### src/rtl/cla_slice_add_ctrl.sv
// cla_slice_add_ctrl: multi-cycle add/subtract sequencer that reuses one
// 4-bit carry-lookahead slice, one nibble per clock, LSB nibble first.
// Carry between nibbles is held in a register. Start/done handshake.
// Optional zero/neg flags are built when CLA_SLICE_ADD_CTRL_FLAGS_EN is defined;
// otherwise zero and neg are constant 0.
module cla_slice_add_ctrl #(
  parameter int WIDTH = 32
) (
  input  logic             clk,
  input  logic             reset,
  input  logic             start,
  input  logic             op_sub,
  input  logic [WIDTH-1:0] a,
  input  logic [WIDTH-1:0] b,
  output logic             ready,
  output logic             busy,
  output logic             done,
  output logic [WIDTH-1:0] result,
  output logic             co,
  output logic             ovf,
  output logic             zero,
  output logic             neg
);

  localparam int NSLICE = WIDTH / 4;
  localparam int IW     = (NSLICE > 1) ? $clog2(NSLICE) : 1;

  typedef enum logic [1:0] {
    S_IDLE = 2'd0,
    S_RUN  = 2'd1,
    S_DONE = 2'd2
  } state_t;

  state_t           state;
  state_t           state_next;
  logic [WIDTH-1:0] opa;
  logic [WIDTH-1:0] opb;
  logic [WIDTH-1:0] acc;
  logic [WIDTH-1:0] acc_next;
  logic             carry;
  logic [IW-1:0]    idx;
  logic [3:0]       nib_a;
  logic [3:0]       nib_b;
  logic [3:0]       g;
  logic [3:0]       p;
  logic [4:0]       c;
  logic [3:0]       nib_sum;
  logic             last;
  logic             accept;

  // Handshake outputs decode straight from the state register.
  assign ready  = (state != S_RUN);
  assign busy   = (state == S_RUN);
  assign done   = (state == S_DONE);
  assign accept = start && (state != S_RUN);
  assign last   = (idx == IW'(NSLICE - 1));

  // Shared 4-bit CLA slice on nibble idx, and the accumulator with that nibble merged in.
  always_comb begin
    nib_a    = opa[{idx, 2'b00} +: 4];
    nib_b    = opb[{idx, 2'b00} +: 4];
    g        = nib_a & nib_b;
    p        = nib_a ^ nib_b;
    c[0]     = carry;
    c[1]     = g[0] | (p[0] & c[0]);
    c[2]     = g[1] | (p[1] & g[0]) | (p[1] & p[0] & c[0]);
    c[3]     = g[2] | (p[2] & g[1]) | (p[2] & p[1] & g[0]) | (p[2] & p[1] & p[0] & c[0]);
    c[4]     = g[3] | (p[3] & g[2]) | (p[3] & p[2] & g[1]) | (p[3] & p[2] & p[1] & g[0])
             | (p[3] & p[2] & p[1] & p[0] & c[0]);
    nib_sum  = p ^ c[3:0];
    acc_next = acc;
    acc_next[{idx, 2'b00} +: 4] = nib_sum;
  end

  // Next-state logic: IDLE/DONE accept a start, RUN walks the nibbles.
  always_comb begin
    state_next = state;
    case (state)
      S_IDLE: begin
        if (start) state_next = S_RUN;
        else       state_next = S_IDLE;
      end
      S_RUN: begin
        if (last) state_next = S_DONE;
        else      state_next = S_RUN;
      end
      S_DONE: begin
        if (start) state_next = S_RUN;
        else       state_next = S_IDLE;
      end
      default: state_next = S_IDLE;
    endcase
  end

  // State register.
  always_ff @(posedge clk) begin
    if (reset) state <= S_IDLE;
    else       state <= state_next;
  end

  // Operand latch, nibble sequencing and final result/carry/overflow capture.
  always_ff @(posedge clk) begin
    if (reset) begin
      opa    <= {WIDTH{1'b0}};
      opb    <= {WIDTH{1'b0}};
      acc    <= {WIDTH{1'b0}};
      carry  <= 1'b0;
      idx    <= {IW{1'b0}};
      result <= {WIDTH{1'b0}};
      co     <= 1'b0;
      ovf    <= 1'b0;
    end else if (accept) begin
      // Subtract is a + ~b + 1: invert b once here and seed the carry.
      opa   <= a;
      opb   <= op_sub ? ~b : b;
      carry <= op_sub;
      idx   <= {IW{1'b0}};
    end else if (state == S_RUN) begin
      acc   <= acc_next;
      carry <= c[4];
      idx   <= idx + IW'(1);
      if (last) begin
        result <= acc_next;
        co     <= c[4];
        // c[3] of the top nibble is the carry into bit WIDTH-1.
        ovf    <= c[3] ^ c[4];
      end
    end
  end

`ifdef CLA_SLICE_ADD_CTRL_FLAGS_EN
  // Zero/negative flags captured with the final result.
  always_ff @(posedge clk) begin
    if (reset) begin
      zero <= 1'b0;
      neg  <= 1'b0;
    end else if ((state == S_RUN) && last) begin
      zero <= (acc_next == {WIDTH{1'b0}});
      neg  <= acc_next[WIDTH-1];
    end
  end
`else
  assign zero = 1'b0;
  assign neg  = 1'b0;
`endif

endmodule

### config.mk
export PLATFORM = sky130hd
export DESIGN_NAME = cla_slice_add_ctrl
export DESIGN_NICKNAME = d
export VERILOG_FILES = /design/src/rtl/cla_slice_add_ctrl.sv
export SDC_FILE = /design/constraint.sdc
export NUM_CORES = 1
export LEC_CHECK = 0
export BUFFER_PORTS_ARGS = -buffer_cell sky130_fd_sc_hd__buf_2
export CORE_ASPECT_RATIO = 0.8
export CORE_MARGIN = 2
export CORE_UTILIZATION = 56
export CTS_CLUSTER_SIZE = 24
export DETAILED_ROUTE_END_ITERATION = 8
export PLACE_DENSITY = 0.79
export SYNTH_ARGS = -nofsm -noshare
export SYNTH_HDL_FRONTEND = slang
export SYNTH_SLANG_ARGS = --single-unit
### constraint.sdc
create_clock -name clk -period 3.4 [get_ports clk]
set_input_delay 0.68 -clock clk [delete_from_list [all_inputs] [get_ports clk]]
set_output_delay 0.68 -clock clk [all_outputs]
set_load 0.005 [all_outputs]
==> summary.md <==
| Metric | Value |
|---|---|
| Number of global-route vias before repair | 5468 |
| Drt wl/cell | 17.0 um |
| CP endpoint | acc[26] |
| R2R depth | 9 |
| CP required | 3.74 ns |
| Final Worst Setup Slack | 0.228 ns |
| Fin Hold WS | 0.451 ns |
| Layout area overhead | 17.5% |
| Final Hold Vio Count | 0 |
| Reg2reg end | acc[26] |
| Slew @ Worst Pin | 0.952 ns |
| Via Count | 5474 |
| RD Place Congestion | 0.857 |
| DRC Markers | 0 |
| Clk sinks | 136 |
| DRT Pass-1 Iters | 5 |
| Initial drt markers | 543 |
| Largest net degree at the start of global routing | 97 |
| Skew-Pair Late Insertion Delay | 0.43 ns |
| Post-route setup TNS | 0 ns |
| Crit Path Max Fanout | 10 |
| Root buffer cell | clkbuf_16 |
| HP Class | register to register |
| Final HPWL DP | 10900 um |
| Core Area | 11000 um^2 |
| DRT antenna net count | 0 |
| Cell Rows | 34 |
| Placed cells | 914 |
| Worst slew margin | 36.5% |
| Max Cap Violations | 0 |
| H-tree levels | 4 |
| Unrepaired setup endpoints after global routing | no |
| CP Capture Type | register |
| Post-synth cell types | 56 |
| Clk buf depth | 2 |
| Cts bufs inserted | 17 |
| Worst r2r src | idx[1] |
| Slew Limit Fails | 0 |
| Pwr per Cell Area | 550 nW/um^2 |
| Buffers on Ports | 104 |
| # fillers | 840 |
| Synth Flop Type | dfxtp_1 |
| Die area | 12300 um^2 |
| Post-synthesis sequential area ratio | 42.7% |
| Initial cell density of the core | 58.2% |
| Fin nets | 867 |
| Synthesis Warnings | 0 |
| Status | finished clean |
| R2R Setup Slk | 0.23 ns |
| Final Skew | 0.0107 ns |
| Place WS | 0.206 ns |
| Post-route insts no fill | 946 |
| Async set or reset register ratio after synthesis | 0% |
| First-pass GRT wire length | 26600 um |
| Static Leak | 2.95 nW |
| Total wire length | 16100 um |
| Die Height | 99.5 um |
| CP Launch Type | register |
| Ant. Diodes | 0 |
| Mapped Cells | 713 |
| Hold_buf cts | 0 |
| Initial antenna violation count | 0 |
| Vias per cell | 5.79 |
| CP Data Arrival Time | 3.51 ns |
| Setup CP Type | register to register |
| Avg Cell Area, Syn | 8.95 um^2 |
| Crit path from | idx[1] |
| I/O pin cnt | 107 |
| Mapped cell area | 6380 um^2 |
| Synthesized flop and latch total | 136 |
| Clk slew on worst S/H paths | 0.06 ns |
| Worst IR Drop VDD | 390 uV |
| EDFF count, synth | 0 |
| Min Tclk post-route | 3.17 ns |
| Setup violations, final | 0 |
| Layout cells sized above 1 | 23.6% |
| TritonCTS clock tree | yes |
| Die width | 123 um |
| Overall Global Routing Usage | 27.9% |
| Period utilisation layout | 93.3% |
| Finished Core Util | 68.3% |
| Total global routing overflow | 0 |
| Fmax | 0.315 GHz |
## report_power, final
group          switching (mW)  internal [mW]
combinational           0.312          0.203
sequential             0.0472           1.66
clock                   0.698           1.21
## synthesized netlist by cell type (7+ instances only)
| cell | number | area share (%) |
|---|---|---|
| dfxtp_1 | 136 | 43 |
| nand2_1 | 132 | 7.8 |
| nor2_1 | 82 | 4.8 |
| a211oi_1 | 49 | 5.8 |
| a21oi_1 | 47 | 3.7 |
| xnor2_1 | 33 | 4.5 |
| buf_2 | 22 | 1.7 |
| clkbuf_1 | 21 | 1.2 |
| mux2i_1 | 17 | 2.7 |
| mux4_2 | 16 | 5.6 |
| o22ai_1 | 15 | 1.5 |
| a311oi_1 | 12 | 1.6 |
| nand3_1 | 11 | 0.86 |
| buf_4 | 9 | 1.1 |
| ha_1 | 9 | 1.8 |
| nand2b_1 | 7 | 0.69 |
## state kept, by name, summed over array words and instances, names as in the netlist
name / flops
co: 1
acc: 32
ovf: 1
result: 32
state: 2
opb: 32
idx: 3
opa: 32
carry: 1
## worst min path at each step
stage	from	to	slack, ns	cells after the start
2_1_floorplan	opa[10]	opa[10]	0.43	2
3_3_place_gp	result[5]	result[5]	0.44	2
3_5_place_dp	result[29]	result[29]	0.45	2
4_1_cts	result[29]	result[29]	0.45	2
5_1_grt	opa[21]	opa[21]	0.47	2
6_report	result[29]	result[29]	0.45	2
## worst max-delay path: stages, from the launching register on
cell	delay, ns
dfxtp_1	0.63
buf_4	0.28
mux4_2	0.33
nand2_1	0.08
nand2_1	0.13
ha_1	0.35
a211oi_1	0.44
or2_2	0.30
nand2_1	0.24
o31ai_1	0.29
## area by class of cell
cell class	count	area (um^2)	area share [%]
Tap cell	144	180	2.40
Sequential cell	136	2730	36.4
Timing Repair Buffer	119	648	8.64
Multi-Input combinational cell	508	3300	44.1
Clock inverter	12	148	1.97
Clock buffer	20	467	6.22
Inverter	7	26.3	0.350
## metrics by stage
stage / power (mW) / instance area (um^2)
after global routing: 4.26 / 7500
after CTS: 4.12 / 7500
after floorplan: 2.09 / 6390
final: 4.13 / 7500
after global placement: 2.22 / 6880
after detailed placement: 2.24 / 6880
## per-layer routing
metal	vias up	global-route usage [%]	wire [um]
met5	-	0	0
li1	2650	-	-
met4	0	12.2	389
met3	42	7.17	1160
met1	2572	36.3	7070
met2	210	43.9	7440
## timing repair
| action | in CTS | in global routing |
|---|---|---|
| buffers inserted | 0 | 0 |
| resized for setup | 0 | 1 |
| setup endpoints to repair | 0 | 7 |
## cells by family after synthesis
family	after synthesis	share of synthesized area (%)
flip-flops	136	42.7
adder cells (fa/ha/maj)	10	2.08
multiplexers	34	8.49
other	1	0.0588
buffers and inverters	70	5.67
XOR/XNOR	34	4.67
AND/OR/NAND/NOR	279	20.5
AO/OA/AOI/OAI	149	15.9
## placed cells by master (no fill, tap or decap), drive strengths merged, types with 2 or more instances in the layout
master / netlist / final
nand2b: 8 / 8
and3: 3 / 3
clkinvlp: 0 / 2
or2: 2 / 2
and4bb: 2 / 2
o21ai: 6 / 6
buf: 42 / 119
inv: 6 / 7
nand3: 12 / 12
o211ai: 4 / 4
clkbuf: 21 / 20
mux2i: 17 / 17
nand4: 5 / 5
nand2: 132 / 132
dfxtp: 136 / 136
clkinv: 1 / 7
a311oi: 12 / 12
nor4b: 2 / 2
a32oi: 2 / 2
conb: 1 / 2
o21bai: 2 / 2
ha: 9 / 9
o31ai: 7 / 7
nand4b: 2 / 2
o22ai: 15 / 15
xnor2: 33 / 33
and3b: 2 / 2
a211oi: 51 / 51
nand3b: 3 / 3
bufinv: 0 / 3
nor3: 7 / 7
mux4: 16 / 16
nor2b: 6 / 6
nor4: 2 / 2
nor2: 84 / 84
and2: 5 / 5
a21oi: 47 / 47
Power figures use the tool's default switching activity.
